File: src/rtl/wlx_dds_pkg.sv
// wlx_dds_pkg: shared DDS widths, midscale, latency and sine table generation (WLX_DDS_QUARTER_EN selects quarter-wave latency)
package wlx_dds_pkg;
  localparam int ACC_W_DEF = 32;
  localparam int ADDR_W_DEF = 6;
  localparam int DAT_W_DEF = 8;
`ifdef WLX_DDS_QUARTER_EN
  localparam int LAT = 3;
  localparam bit QUARTER_DEF = 1'b1;
`else
  localparam int LAT = 2;
  localparam bit QUARTER_DEF = 1'b0;
`endif
  function automatic int midscale(int dat_w);
    return 1 << (dat_w - 1);
  endfunction
  function automatic real sine_of(int i, int addr_w);
    return $sin(2.0 * 3.14159265358979 * real'(i) / real'(1 << addr_w));
  endfunction
  function automatic int sine_mag(int i, int addr_w, int dat_w);
    real x;
    x = sine_of(i, addr_w);
    return $rtoi((x < 0.0 ? -x : x) * real'(midscale(dat_w) - 1) + 0.5);
  endfunction
  function automatic int sine_sample(int i, int addr_w, int dat_w);
    return sine_of(i, addr_w) < 0.0 ? midscale(dat_w) - sine_mag(i, addr_w, dat_w)
                                     : midscale(dat_w) + sine_mag(i, addr_w, dat_w);
  endfunction
endpackage

File: src/rtl/wlx_fsk_dds_if.sv
// wlx_fsk_dds_if: symbol-source controls into the DDS and the sample stream out to the DA driver
interface wlx_fsk_dds_if import wlx_dds_pkg::*; #(
  parameter int ACC_W = ACC_W_DEF,
  parameter int DAT_W = DAT_W_DEF
);
  logic en;
  logic fsk_bit;
  logic [ACC_W-1:0] fword0;
  logic [ACC_W-1:0] fword1;
  logic [DAT_W-1:0] dat_out;
  logic dat_valid;
  logic cyc_tick;
  modport master (output en, fsk_bit, fword0, fword1, input dat_out, dat_valid, cyc_tick);
  modport slave (input en, fsk_bit, fword0, fword1, output dat_out, dat_valid, cyc_tick);
endinterface

File: src/rtl/wlx_sine_rom.sv
// wlx_sine_rom: synchronous offset-binary sine ROM, full table or quarter-wave folded through one extra register
module wlx_sine_rom import wlx_dds_pkg::*; #(
  parameter int ADDR_W = ADDR_W_DEF,
  parameter int DAT_W = DAT_W_DEF,
  parameter bit QUARTER = 1'b0
) (
  input logic clk,
  input logic [ADDR_W-1:0] address,
  output logic [DAT_W-1:0] q
);
  localparam logic [DAT_W-1:0] MID = DAT_W'(midscale(DAT_W));
  if (QUARTER) begin : g_quarter
    localparam int QN = 1 << (ADDR_W - 2);
    logic [DAT_W-1:0] tbl [QN];
    logic [ADDR_W-2:0] idx;
    logic [DAT_W-1:0] mag;
    logic neg;
    for (genvar i = 0; i < QN; i++) begin : g_tbl
      assign tbl[i] = DAT_W'(sine_mag(i, ADDR_W, DAT_W));
    end
    assign idx = address[ADDR_W-2] ? (ADDR_W-1)'(QN) - {1'b0, address[ADDR_W-3:0]}
                                   : {1'b0, address[ADDR_W-3:0]};
    always_ff @(posedge clk) begin
      mag <= idx[ADDR_W-2] ? MID - 1'b1 : tbl[idx[ADDR_W-3:0]];
      neg <= address[ADDR_W-1];
      q <= neg ? MID - mag : MID + mag;
    end
  end else begin : g_full
    logic [DAT_W-1:0] tbl [1 << ADDR_W];
    for (genvar i = 0; i < (1 << ADDR_W); i++) begin : g_tbl
      assign tbl[i] = DAT_W'(sine_sample(i, ADDR_W, DAT_W));
    end
    always_ff @(posedge clk) q <= tbl[address];
  end
endmodule

File: src/rtl/wlx_fsk_dds.sv
// wlx_fsk_dds: FSK phase-accumulator DDS, word switch at wrap or immediate (WLX_DDS_QUARTER_EN: quarter-wave ROM, latency 3)
module wlx_fsk_dds import wlx_dds_pkg::*; #(
  parameter int ACC_W = ACC_W_DEF,
  parameter int ADDR_W = ADDR_W_DEF,
  parameter int DAT_W = DAT_W_DEF,
  parameter bit SYNC_SWITCH = 1'b1
) (
  input logic clk,
  input logic rst_n,
  wlx_fsk_dds_if.slave bus
);
  logic [ACC_W-1:0] phase;
  logic [ACC_W-1:0] nxt;
  logic wrap;
  logic sel;
  logic [LAT:0] vld_sr;
  logic [LAT:0] tck_sr;
  logic [DAT_W-1:0] q;
  assign {wrap, nxt} = {1'b0, phase} + {1'b0, sel ? bus.fword1 : bus.fword0};
  assign bus.dat_valid = vld_sr[LAT];
  assign bus.cyc_tick = tck_sr[LAT];
  wlx_sine_rom #(.ADDR_W(ADDR_W), .DAT_W(DAT_W), .QUARTER(QUARTER_DEF)) u_rom (
    .clk(clk),
    .address(phase[ACC_W-1 -: ADDR_W]),
    .q(q)
  );
  always_ff @(posedge clk)
    if (!rst_n) begin
      phase <= '0;
      sel <= 1'b0;
      vld_sr <= '0;
      tck_sr <= '0;
      bus.dat_out <= DAT_W'(midscale(DAT_W));
    end else begin
      if (bus.en) phase <= nxt;
      if (!SYNC_SWITCH || (bus.en && wrap)) sel <= bus.fsk_bit;
      vld_sr <= {vld_sr[LAT-1:0], bus.en};
      tck_sr <= {tck_sr[LAT-1:0], bus.en & wrap};
      if (vld_sr[LAT-1]) bus.dat_out <= q;
    end
endmodule
File: src/flat_wrapper.sv
// flat-port wrapper written by rule: the top's interface ports become plain ports
module wlx_fsk_dds_flat import wlx_dds_pkg::*;
#(
  parameter int ACC_W = ACC_W_DEF,
  parameter int ADDR_W = ADDR_W_DEF,
  parameter int DAT_W = DAT_W_DEF,
  parameter bit SYNC_SWITCH = 1'b1
)
  (clk, rst_n, bus_en, bus_fsk_bit, bus_fword0, bus_fword1, bus_dat_out, bus_dat_valid, bus_cyc_tick);
  wlx_fsk_dds_if #(.ACC_W(ACC_W), .DAT_W(DAT_W)) bus_i ();
  input logic clk;
  input logic rst_n;
  input wire logic [$bits(bus_i.en)-1:0] bus_en;
  input wire logic [$bits(bus_i.fsk_bit)-1:0] bus_fsk_bit;
  input wire logic [$bits(bus_i.fword0)-1:0] bus_fword0;
  input wire logic [$bits(bus_i.fword1)-1:0] bus_fword1;
  output wire logic [$bits(bus_i.dat_out)-1:0] bus_dat_out;
  output wire logic [$bits(bus_i.dat_valid)-1:0] bus_dat_valid;
  output wire logic [$bits(bus_i.cyc_tick)-1:0] bus_cyc_tick;
  assign bus_i.en = bus_en;
  assign bus_i.fsk_bit = bus_fsk_bit;
  assign bus_i.fword0 = bus_fword0;
  assign bus_i.fword1 = bus_fword1;
  assign bus_dat_out = bus_i.dat_out;
  assign bus_dat_valid = bus_i.dat_valid;
  assign bus_cyc_tick = bus_i.cyc_tick;
  wlx_fsk_dds #(.ACC_W(ACC_W), .ADDR_W(ADDR_W), .DAT_W(DAT_W), .SYNC_SWITCH(SYNC_SWITCH)) u_core (.clk(clk), .rst_n(rst_n), .bus(bus_i));
endmodule
File: config.mk
export PLATFORM = sky130hd
export DESIGN_NAME = wlx_fsk_dds_flat
export DESIGN_NICKNAME = d
export VERILOG_FILES = /design/src/rtl/wlx_dds_pkg.sv /design/src/rtl/wlx_fsk_dds_if.sv /design/src/rtl/wlx_sine_rom.sv /design/src/rtl/wlx_fsk_dds.sv /design/src/flat_wrapper.sv
export SDC_FILE = /design/constraint.sdc
export NUM_CORES = 1
export LEC_CHECK = 0
export ABC_AREA = 1
export CAP_MARGIN = 20
export CORE_MARGIN = 2
export CORE_UTILIZATION = 40
export CTS_BUF_LIST = sky130_fd_sc_hd__clkbuf_2 sky130_fd_sc_hd__clkbuf_4 sky130_fd_sc_hd__clkbuf_8
export CTS_CLUSTER_SIZE = 20
export DETAILED_ROUTE_END_ITERATION = 8
export GPL_TIMING_DRIVEN = 0
export HOLD_SLACK_MARGIN = 0.02
export MAX_ROUTING_LAYER = met4
export PLACE_DENSITY_LB_ADDON = 0.08
export SYNTH_ARGS = -nofsm -noshare
export SYNTH_HDL_FRONTEND = slang
export SYNTH_SLANG_ARGS = --single-unit
export TNS_END_PERCENT = 50
File: constraint.sdc
create_clock -name clk -period 3.1 [get_ports clk]
set_clock_uncertainty 0.1 [all_clocks]
set_input_delay 0.62 -clock clk [delete_from_list [all_inputs] [get_ports clk]]
set_output_delay 0.62 -clock clk [all_outputs]
set_load 0.03 [all_outputs]
Yosys cells after proc, flatten, opt, wreduce, memory -nomap -nowiden

Memory sizes are Yosys's and may differ from the RTL's. A register that Yosys moved wholly into a read port is not among the register bits.
Cells that the tools add are included.

Flip-flop bits (word level): 47
Memory bits (read-only): 512
Input port bits: 68
Memories: 1

Add/subtract/negate cells: 1
Multiplexer cells: 1
Bitwise gates (word level): 2
Reduce and logical (&&, ||, !) cells: 1

Memory list:

| name             | depth | width | rd ports | clocked after Yosys merged registers in | wr ports | line               | source |
|---|---|---|---|---|---|---|---|
| (name not given) | 64    | 8     | 1        | 1                                       | 0        | wlx_sine_rom.sv:33 | `always_ff @(posedge clk) q <= tbl[address];` |

Operators with widths:

| operator                                  | number |
|---|---|
| 32-bit by 32-bit adder with 33-bit output | 1 |
| 32-bit 2-to-1 mux                         | 1 |
| 6-bit NOT with 7-bit output               | 1 |
| 1-bit bitwise AND                         | 1 |
| 1-bit logical AND                         | 1 |

Longest topological paths before layout

Gate-level depths: netlist of run 1.

Depth after elaboration: 3
Gate-level depth with buffers: 19
Depth with buffers taken out: 17

Hierarchy

Synthesis of run 1 repeated with hierarchy kept, for this count alone.

Cell total of the unflattened synthesis: 1,022
Area total of the unflattened synthesis: 5,499.0 sq um

Modules (own cells, without submodules):

| module       | times used | cells an instance | area an instance (sq um) |
|---|---|---|---|
| wlx_fsk_dds  | 1          | 848               | 4,510.6 |
| wlx_sine_rom | 1          | 174               | 988.4 |

Worst setup path after synthesis of run 1

OpenSTA, ideal clock, no wires.

Kind: flip-flop to flip-flop
Start point: register u_core.sel
End point: register u_core.phase[24]
Arrival time: 2.274 ns
Data required time: 2.891 ns
Slack: 0.617 ns
Cell stages (with the launch flop): 20
Path buffers: 2
Period minus slack after synthesis: 2.483 ns
Path through: dfxtp_1 clkbuf_1 inv_1 clkbuf_1 nand2_1 nand2_1 ha_1 fa_1 nand3_1 nand3_2 nand2_1 nand2_1 nand2_1 nand2_2 nand2_1 nand2_1 nand2_1 nand3_1 nand2_1 inv_1

Longest elaborated chain between the ends: 2

Ends and longest elaborated chain:

| what                                      | line              | source |
|---|---|---|
| from (decl)                               | wlx_fsk_dds.sv:15 | `logic sel;` |
| from (signal assigned)                    | wlx_fsk_dds.sv:36 | `if (!SYNC_SWITCH \|\| (bus.en && wrap)) sel <= bus.fsk_bit;` |
| 32-bit 2-to-1 mux                         | wlx_fsk_dds.sv:19 | `assign {wrap, nxt} = {1'b0, phase} + {1'b0, sel ? bus.fword1 : bus.fword0};` |
| 32-bit by 32-bit adder with 33-bit output | wlx_fsk_dds.sv:19 |  |
| to (signal assigned)                      | wlx_fsk_dds.sv:35 | `if (bus.en) phase <= nxt;` |
| to (decl)                                 | wlx_fsk_dds.sv:12 | `logic [ACC_W-1:0] phase;` |

Every way passes these cells.
A chain may end at the register's enable or synchronous reset.

Worst setup path after layout of run 1

Start point: register u_core.sel
End point: register u_core.phase[28]

The elaborated chain is that of the path after synthesis.

==> results.py, run 1 <==
metrics = {
    "yosys": {
        "synth_top_family_by_area": "simple AND/OR/NAND/NOR gates",
        "synth-async-reset-ratio_pct": 0,
        "synth_edf_count": 0,
        "synth_top_cell_area_share_pct": 27.7,
        "syn_nets": 1072,
        "synth_ff_type": "dfxtp_1",
        "synth_warnings": 0,
        "synth_seq_cells": 55,
        "synthMuxAreaShare_pct": 0,
        "synth_area_per_cell_sq_um": 5.42,
        "synth_xor_area_share_pct": 2.51,
        "synth_cell_type_count": 35,
        "synth-simple-area-share_pct": 43.2,
        "yosysTopAreaCell": "nand2_1",
        "synth_area_leaders": "nand2_1, dfxtp_1, inv_1",
        "synth_compound_area_share_pct": 9.47,
        "syn_area_sq_um": 5230,
        "netlist_instances": 965,
        "synth-adder-area-share_pct": 9.47,
        "seq_area_frac_synth_pct": 21.0,
    },
    "timing": {
        "layout_min_cycle_time_ns": 2.82,
        "setup-tns-final_ns": 0,
        "rsz0062_at_grt": "false",
        "setup_viol": 0,
        "finalHoldViolations": 0,
        "fin_crit_sh_pct": 90.9,
        "maxSlewViolCount": 0,
        "maxSlewHeadroom_pct": 53.4,
        "fin_hold_ws_ns": 0.321,
        "max_freq_mhz": 355,
        "worst_pin_slew_ns": 0.699,
        "fin_ws_ns": 0.282,
    },
    "critical_path": {
        "worstSetupPathType": "reg -> reg",
        "rrSetupSlack_ns": 0.28,
        "cp.arrival_ns": 2.97,
        "worstPathCellList": "inv_1, buf_2, nand2_1, nand2_1, ha_1, fa_2, nand3_1, nand3_2, nand3_1, nand3b_1, nand2_1, nand2_1, nand2_1, nand3_1, nand2_1, inv_1",
        "end_kind": "flop",
        "r2r-start": "u_core.sel",
        "cp.depth": 16,
        "r2r_end": "u_core.phase[28]",
        "crit_required_ns": 3.25,
        "startpoint_type": "flop",
        "cpMostUsedCell": "nand2_1",
        "cp_max_fo": 10,
        "worst-path-buf-inv": 3,
        "reg2regPathDepth": 16,
        "cp_top_family": "simple AND/OR/NAND/NOR gates",
        "startpoint": "u_core.sel",
        "cpMaxStageDelayCell": "dfxtp_2",
        "max_stage_delay_ns": 0.42,
        "crit_end": "u_core.phase[28]",
    },
    "clock_network": {
        "cts_tree": "built",
        "cts.reportedPaths.clkPinSlew_ns": 0.11,
        "h-tree-depth": 2,
        "cts-root-buf": "clkbuf_8",
        "cts_made_buffers": 5,
        "clkLatencyLatePin_ns": 0.34,
        "ctsHoldBuffers": 0,
        "cts_max_path_buffers": 2,
        "numClockSinks": 55,
    },
    "route": {
        "routedWlPerCell_um": 12.7,
        "drtIter0Drc": 334,
        "post_drt_via_cell_ratio": 4.63,
        "drc": 0,
        "antenna_left": 0,
        "vias": 5650,
        "wirelength_um": 15500,
        "first_pass_iters": 5,
    },
    "placement": {
        "portBuffers": 76,
        "dp_hpwl_um": 12300,
        "pre_cts_ws_ns": -0.131,
        "gp_congestion": 0.957,
    },
    "floorplanning": {
        "rows": 41,
        "fp.coreArea_sq_um": 12700,
        "dieArea_sq_um": 14000,
        "start_util_pct": 41.3,
        "ioPinCount": 78,
        "die_y_um": 118,
        "die_w_um": 118,
    },
    "finish": {
        "post-route-util_pct": 49.8,
        "layout-drive-gt1-share_pct": 2.58,
        "multi_input_comb_area_sq_um": 3390,
        "nFillCells": 1468,
        "antennaDiodeCount": 0,
        "syn_to_final_growth_pct": 20.5,
        "seq_area_sq_um": 1100,
        "nets": 1154,
    },
    "global_routing": {
        "grt_max_degree": 20,
        "antenna_found_initial": 0,
        "globalRouteTotalUtil_pct": 23.0,
        "grt_pass1_wl_um": 25500,
        "gr-total-overflow": 0,
        "grt_pass1_vias": 5316,
    },
    "flow_run": {
        "max-cap-violations": 0,
    },
    "worst_hold_path": {
        "hold_path.class": "reg -> reg",
    },
    "power": {
        "power_leakage_nw": 3.64,
        "power_density_nw_per_um2": 477,
        "vdd_drop_max_mv": 0.281,
    },
    "run_status": {
        "outcome": "finished clean",
    },
}
worst reg2reg max path, cell delays in order, from the launching register on:
cell,delay (ns)
dfxtp_2,0.42
inv_1,0.16
buf_2,0.23
nand2_1,0.08
nand2_1,0.08
ha_1,0.25
fa_2,0.40
nand3_1,0.11
nand3_2,0.12
nand3_1,0.09
nand3b_1,0.21
nand2_1,0.18
nand2_1,0.07
nand2_1,0.06
nand3_1,0.06
nand2_1,0.09
inv_1,0.04
layout make-up:
| class | instances | share of cell area (%) |
|---|---|---|
| clock inverters | 3 | 0.436 |
| well taps | 172 | 3.41 |
| flip-flops and latches | 55 | 17.5 |
| clock buffers | 5 | 1.09 |
| plain buffers | 24 | 1.71 |
| multi-input cells | 715 | 53.7 |
| inverters | 170 | 10.1 |
| repair buffers | 76 | 12.1 |
placed cells by master (no fill, tap or decap), types with 4 or more instances in the layout:
master | Yosys | routed
o21ai_0 | 42 | 42
a21oi_1 | 33 | 33
inv_1 | 168 | 168
clkdlybuf4s50_1 | 0 | 76
xnor2_1 | 5 | 5
clkbuf_1 | 20 | 17
xor2_1 | 10 | 10
nand3_1 | 51 | 51
nor3_1 | 4 | 4
clkbuf_8 | 0 | 5
buf_2 | 3 | 4
ha_1 | 38 | 38
nand2_1 | 386 | 386
nor2_1 | 113 | 113
dfxtp_1 | 55 | 54
nand2_2 | 5 | 5
synthesized netlist by cell type (3+ instances only):
master / number
xnor2_1: 5
a21oi_1: 33
o21ai_0: 42
nand3_1: 51
inv_1: 168
a31oi_1: 3
dfxtp_1: 55
buf_2: 3
nor3_1: 4
nand2_1: 386
nor2_1: 113
o211ai_1: 3
ha_1: 38
nand2_2: 5
xor2_1: 10
clkbuf_1: 20
per-layer routing:
metal,wire length [um],vias to the layer above,GRT usage (%)
met4,247,0,5.58
met2,6840,137,36.6
met1,7690,2393,31.1
li1,-,3100,-
met3,685,20,2.90
met5,0,-,-
worst min path at each step:
stage / startpoint / to / slack (ns) / cells after the start
2_1_floorplan: u_core.tck_sr[0] / u_core.tck_sr[1] / 0.29 / 2
6_report: u_core.tck_sr[1] / u_core.tck_sr[2] / 0.32 / 2
3_3_place_gp: u_core.tck_sr[1] / u_core.tck_sr[2] / 0.29 / 2
3_5_place_dp: u_core.tck_sr[0] / u_core.tck_sr[1] / 0.30 / 2
4_1_cts: u_core.tck_sr[0] / u_core.tck_sr[1] / 0.32 / 2
5_1_grt: u_core.tck_sr[0] / u_core.tck_sr[1] / 0.35 / 2
state kept, by name, summed over array words and instances (netlist names):
signal	cells
u_core.phase	32
u_core.bus.dat_out	8
u_core.u_rom.q	8
u_core.tck_sr	3
u_core.vld_sr	3
u_core.sel	1
stage by stage:
step	std cells	instance area, sq um	power [W]
2_1_floorplan	965	5230	0.00209
3_3_place_gp	1213	6210	0.00256
3_5_place_dp	1213	6210	0.00256
4_1_cts	1220	6300	0.00303
5_1_grt	1220	6310	0.00332
6_report	1220	6310	0.00301
power breakdown:
group	leakage [nW]	internal, W	switching [W]	total [W]
logic	3.13	0.000609	0.00107	0.00168
registers	0.456	0.000819	0.0000634	0.000883
clock network	0.0463	0.000167	0.000284	0.000450
what timing repair did:
item,CTS,global route
buffers inserted,0,0
setup endpoints to repair,7,14
gates resized for setup,1,5
cells by family (layout without fill, tap and decap cells):
group / Yosys count / in the layout
AND/OR/NAND/NOR: 570 / 570
buffers and inverters: 195 / 278
AO/OA/AOI/OAI: 91 / 91
flip-flops: 55 / 55
adder cells (fa/ha/maj): 39 / 39
XOR/XNOR: 15 / 15
(Power assumes the default switching activity.)
==> run 2: changes to the inputs <==
==> constraint.sdc (replaced) <==
create_clock -name clk -period 3.1 [get_ports clk]
set_clock_uncertainty 0.1 [all_clocks]
set_input_delay 0.465 -clock clk [delete_from_list [all_inputs] [get_ports clk]]
set_output_delay 0.465 -clock clk [all_outputs]
set_load 0.03 [all_outputs]
==> results of run 2 <==
Same layout as run 1: the final DEF is identical, and so are final timing and power.
==> variant 1, RTL diff (flow settings as in run 2) <==
The option `WLX_DDS_QUARTER_EN` is turned on by a define.
--- a/src/rtl/wlx_dds_pkg.sv
+++ b/src/rtl/wlx_dds_pkg.sv
@@ -1,2 +1,4 @@
 // wlx_dds_pkg: shared DDS widths, midscale, latency and sine table generation (WLX_DDS_QUARTER_EN selects quarter-wave latency)
+`define WLX_DDS_QUARTER_EN
+
 package wlx_dds_pkg;
Behaviour: not the same (a bounded check fails within 4 cycles, from zero or initial values and one cycle with rst_n low).
==> variant 1 against run 2 <==
  * First-iteration DRC count is 25% lower
  * Routed wire length fell by 8.7%
  * Clock power is 90% higher
  * Via count down 4.9%
  * Worst setup slack lost 0.029 ns
  * Sequential cell count is 10 higher
  * Design area grew 4.2%
  * Power rose by 23%
  * Synthesized area grew 2.8%
==> variant 1: results (changes against run 2) <==
Hold path
  – Hold Path Class: reg -> reg
  – Hold_sp: u_core.u_rom.g_quarter.mag[0]
  – Worst hold stages: 0 (-2)
  – Hold path endpoint: u_core.u_rom.q[0]

Logic synthesis
  – Ys async rst share: 0% (unchanged)
  – Compound-Gate Fraction of Synth Area: 7.60% (-1.9 points)
  – Post-Synth Adder-Cell Area: 9.67% (+0.21 points)
  – XOR/XNOR Fraction of Synth Area: 3.26% (+0.75 points)
  – Top FF cell, synth: dfxtp_1
  – Yosys Warn Count: 0 (unchanged)
  – Mux cell area share after synthesis: 0% (unchanged)
  – Share of the yosys chip area belonging to registers: 24.2% (+3.1 points)
  – Netlist cell types: 36 (+2.9%)
  – Most common library cells after synthesis: nand2_1 (358), inv_1 (176), nor2_1 (101)
  – Top cells by area, synth: nand2_1 (25%), dfxtp_1 (24%), inv_1 (12%)
  – Post-synth net total: 1047 (-2.3%)

Placed design
  – Worst slack at placement: -0.101 ns (+0.0302 ns)
  – Gpl congestion: 0.924 (-3.4%)
  – IO Port Bufs: 75 (-1.3%)
  – DP Area: 0.00635 sq mm (+2.3%)
  – Post-DP HPWL: 11.3 mm (-8.0%)

Detailed routing
  – Initial DRC count: 250 (-25%)
  – Vias: 5374 (-4.9%)
  – Avg WL per Cell: 11.7 um (-7.5%)
  – Drt first pass iters: 5 (unchanged)

Critical path
  – Crit path DAT: 3.04 ns (+0.07 ns)
  – Reg2reg start: u_core.sel
  – R2R depth: 18 (+2)
  – Critical-path top delay cell: fa_1
  – CP max stage delay: 0.45 ns (+0.03 ns)
  – Worst R2R End: u_core.phase[24]
  – CP top delay family: simple AND/OR/NAND/NOR gates
  – Setup slack, reg-to-reg: 0.25 ns (-0.03 ns)
  – CP max FO: 10 (unchanged)

Power
  – Pleak: 3.79 nW (+4.2%)
  – Max VDD drop: 0.299 mV (+6.5%)

Finish
  – # nets final: 1132 (-1.9%)
  – Regs by FF count: u_core.phase x32, u_core.bus.dat_out x8, u_core.u_rom.q x8
  – # fillers: 1415 (-3.6%)
  – Layout cells sized above 1: 5.74% (+3.2 points)
  – Ant diodes: 0 (unchanged)

Clocking
  – Clock Tree Buf Depth: 2 (unchanged)
  – CTS root buffer: clkbuf_8
  – Num CTS Buffers: 9 (+4)
  – Clock latency on the worst-skew pair: 0.38 ns (+0.04 ns)
  – CTS clock-pin slew for the worst setup and hold paths: 0.09 ns (-0.02 ns)
  – Max H-tree Level: 3 (+1)
  – Post-CTS setup buffer count: 0 (unchanged)

Run status
  – Status: completed

Global routing
  – Vias in the first global route: 5062 (-4.8%)
  – Initial antenna violation count: 0 (unchanged)
  – Largest net degree at the start of global routing: 14 (-30%)
  – Tot GR Track Use: 21.2% (-1.8 points)
  – First-pass GRT wire length: 23.5 mm (-7.9%)

Timing
  – Hold WS: 0.268 ns (-0.0527 ns)
  – Slew headroom: 58.5% (+5.1 points)
## variant 1: changes by cell type after synthesis, sizes merged, moves of 4 or more
cell	run 2	this run
dfxtp	55	65
nand3	53	44
o21ai	43	36
a21oi	33	26
inv	168	180
nor2	113	109
nand2	391	374
## variant 1: timing repair
item                                    4_1_cts  5_1_grt
endpoints found under the setup margin        3        4
gates resized for setup                       1        1
hold endpoints to repair                      0        0
## variant 1: area by class of cell
| class | count | area (sq um) | share of cell area, % |
|---|---|---|---|
| Sequential cell | 65 | 1300 | 19.8 |
| Clock inverter | 7 | 100 | 1.52 |
| Buffer | 19 | 82.6 | 1.26 |
| Inverter | 181 | 679 | 10.3 |
| Timing Repair Buffer | 75 | 751 | 11.4 |
| Tap cell | 176 | 220 | 3.35 |
| Multi-Input combinational cell | 672 | 3310 | 50.4 |
| Clock buffer | 9 | 124 | 1.88 |
## variant 1: per-layer routing
layer	track usage (%)	part of all wire, %	vias to the layer above	wire (um)
li1	-	-	2981	-
met1	25.3	48	2268	6840
met2	36.0	46	107	6430
met3	4.61	4.3	18	603
met4	5.81	1.7	0	235
met5	-	0	-	0
## variant 1: how the worst max path moves through the flow
stage / startpoint / end / slack, ns
after CTS: u_core.sel / u_core.phase[24] / 0.10
after global placement: u_core.sel / u_core.phase[24] / -0.08
after detailed placement: u_core.sel / u_core.phase[24] / -0.10
after floorplan: u_core.sel / u_core.phase[16] / 0.63
final: u_core.sel / u_core.phase[24] / 0.25
after global routing: u_core.sel / u_core.phase[24] / 0.02
## variant 1: stage by stage
| step | cells | utilization, % |
|---|---|---|
| final | 1204 | 49.8 |
| after detailed placement | 1189 | 48.2 |
| after global routing | 1204 | 49.8 |
| after global placement | 1189 | 48.2 |
| after CTS | 1204 | 49.8 |
| after floorplan | 938 | - |
## variant 1: power by group
| part | total (W) | internal, W | switching (W) |
|---|---|---|---|
| clock network | 0.000854 | 0.000461 | 0.000393 |
| logic | 0.00173 | 0.000653 | 0.00108 |
| registers | 0.00111 | 0.00101 | 0.000104 |
| total | 0.00370 | 0.00212 | 0.00158 |
## variant 1: kinds of logic (layout without fill, tap and decap cells)
kind of cell               Yosys count  in the layout
buffers and inverters              201            291
DFF                                 65             65
xor gates and xnor gates            20             20
AOI/OAI and AO/OA                   73             73
adders and majority gates           41             41
and+or+nand+nor                    538            538
==> variant 2, RTL diff (settings of run 2) <==
Without the edit above. Make the reset (`rst_n`) asynchronous in one clocked block.
--- a/src/rtl/wlx_fsk_dds.sv
+++ b/src/rtl/wlx_fsk_dds.sv
@@ -26,3 +26,3 @@
   );
-  always_ff @(posedge clk)
+  always_ff @(posedge clk or negedge rst_n)
     if (!rst_n) begin
Behaviour: differs if rst_n is asserted again (counterexample within 4 cycles, from zero or initial values and one cycle with rst_n low); with rst_n held inactive, the same outputs for 4 cycles.
==> variant 2 against run 2 <==
  * Critical path depth shrank 3
  * Largest cell class unchanged
  * Sequential cell count is the same
  * Synthesized area grew 0.86%
  * Via count shrank 7.4%
  * Worst setup slack gained 0.024 ns
  * Design area grew 1.2%
  * Maximum frequency grew 0.85%
  * Routed wire length shrank 1.1%
  * Highest routed layer unchanged
Power is not compared: it rests on default switching activity, and its combinational part moved more than twofold at a synthesized area within 25%.
==> variant 2: results (changes against run 2) <==
Detailed routing
  – Vias/cell: 4.87 (+5.1%)
  – Drt first pass iters: 4 (-1)
  – WL met3: 665 um (-2.9%)

Placed design
  – Worst slack at placement: 0.0440 ns (+0.175 ns)

Logic synthesis
  – Netlist cell types: 37 (+5.7%)
  – Most common library cells after synthesis: nand2_1 (297), inv_1 (128), nor2_1 (50)
  – Ys async rst share: 85.5% (+85 points)
  – Top FF cell, synth: dfrtp_1
  – Top cells by area, synth: dfrtp_1 (22%), nand2_1 (21%), inv_1 (9.1%)
  – Post-synth net total: 923 (-14%)

Finish
  – Clock network area share: 1.51% (-0.019 points)
  – # nets final: 1008 (-13%)
  – # fillers: 1304 (-11%)
  – Nonclk inv count: 131 (-23%)
  – Sequential cell area: 0.00134 sq mm (+21%)
  – Count of multi-input gates: 611 (-15%)

Timing
  – Final worst setup slack: 0.305 ns (+0.0237 ns)
  – Hold WS: 0.267 ns (-0.0538 ns)
  – Slew headroom: 54.3% (+0.85 points)

Critical path
  – Setup slack, reg-to-reg: 0.31 ns (+0.02 ns)
  – Worst R2R End: u_core.phase[24]
  – CP max stage delay: 0.48 ns (+0.06 ns)

Hold path
  – Hold_sp: u_core.vld_sr[0]
  – Hold path endpoint: u_core.vld_sr[1]

Run status
  – Status: completed

Global routing
  – First-pass GRT wire length: 25.0 mm (-2.1%)
  – Largest net degree at the start of global routing: 33 (+65%)
variant 2: cell count changes after synthesis, sizes merged, moves of 4 or more:
cell	delta
xor2	-10
clkbuf	-12
nand3b	+4
nand3	-6
nor2	-55
o21ai	-6
xnor2	+9
dfrtp	+46
buf	+6
inv	-38
mux2	+40
nand2	-82
dfxtp	-47
variant 2: repair_timing:
item / in CTS / in global routing
hold endpoints to repair: 15 / 0
resized for setup: 0 / 2
hold buffers: 1 / 0
setup endpoints to repair: 0 / 16
variant 2: through the flow:
step                      utilization [%]  instance area (sq um)
after floorplan                         -                   5280
after global placement               49.0                   6260
after detailed placement             49.2                   6280
after CTS                            50.0                   6380
after global routing                 50.0                   6380
final                                50.0                   6380
variant 2: power by group through the flow:
stage	clock [W]	combinational (W)	sequential, W
after floorplan	0	0.00387	0.00137
after global placement	0	0.00531	0.00130
after detailed placement	0	0.00532	0.00131
after CTS	0.000497	0.00535	0.00130
after global routing	0.000527	0.00605	0.00136
final	0.000470	0.00536	0.00131
variant 2: how the worst max path moves through the flow:
stage          cells past startpoint          endpoint     startpoint
2_1_floorplan                     14  u_core.phase[24]     u_core.sel
3_3_place_gp                       1  u_core.phase[23]          rst_n
3_5_place_dp                      14  u_core.phase[24]  bus_fword1[0]
4_1_cts                           14  u_core.phase[24]     u_core.sel
5_1_grt                           14  u_core.phase[24]     u_core.sel
6_report                          13  u_core.phase[24]     u_core.sel
variant 2: cells by family after synthesis:
group	Yosys count	synth area share (%)
xor+xnor	14	2.32
fa+ha+maj	39	9.39
simple gates	430	34.0
flops	55	25.3
compound gates	88	9.25
buf+inv	150	11.2
mux	40	8.53
variant 2: worst max-delay path, delay by kind of cell (launching register included):
family        cells  cell delay [ns]
simple gates     10             1.01
flops             1             0.46
buf+inv           1             0.26
mux               1             0.40
fa+ha+maj         1             0.48
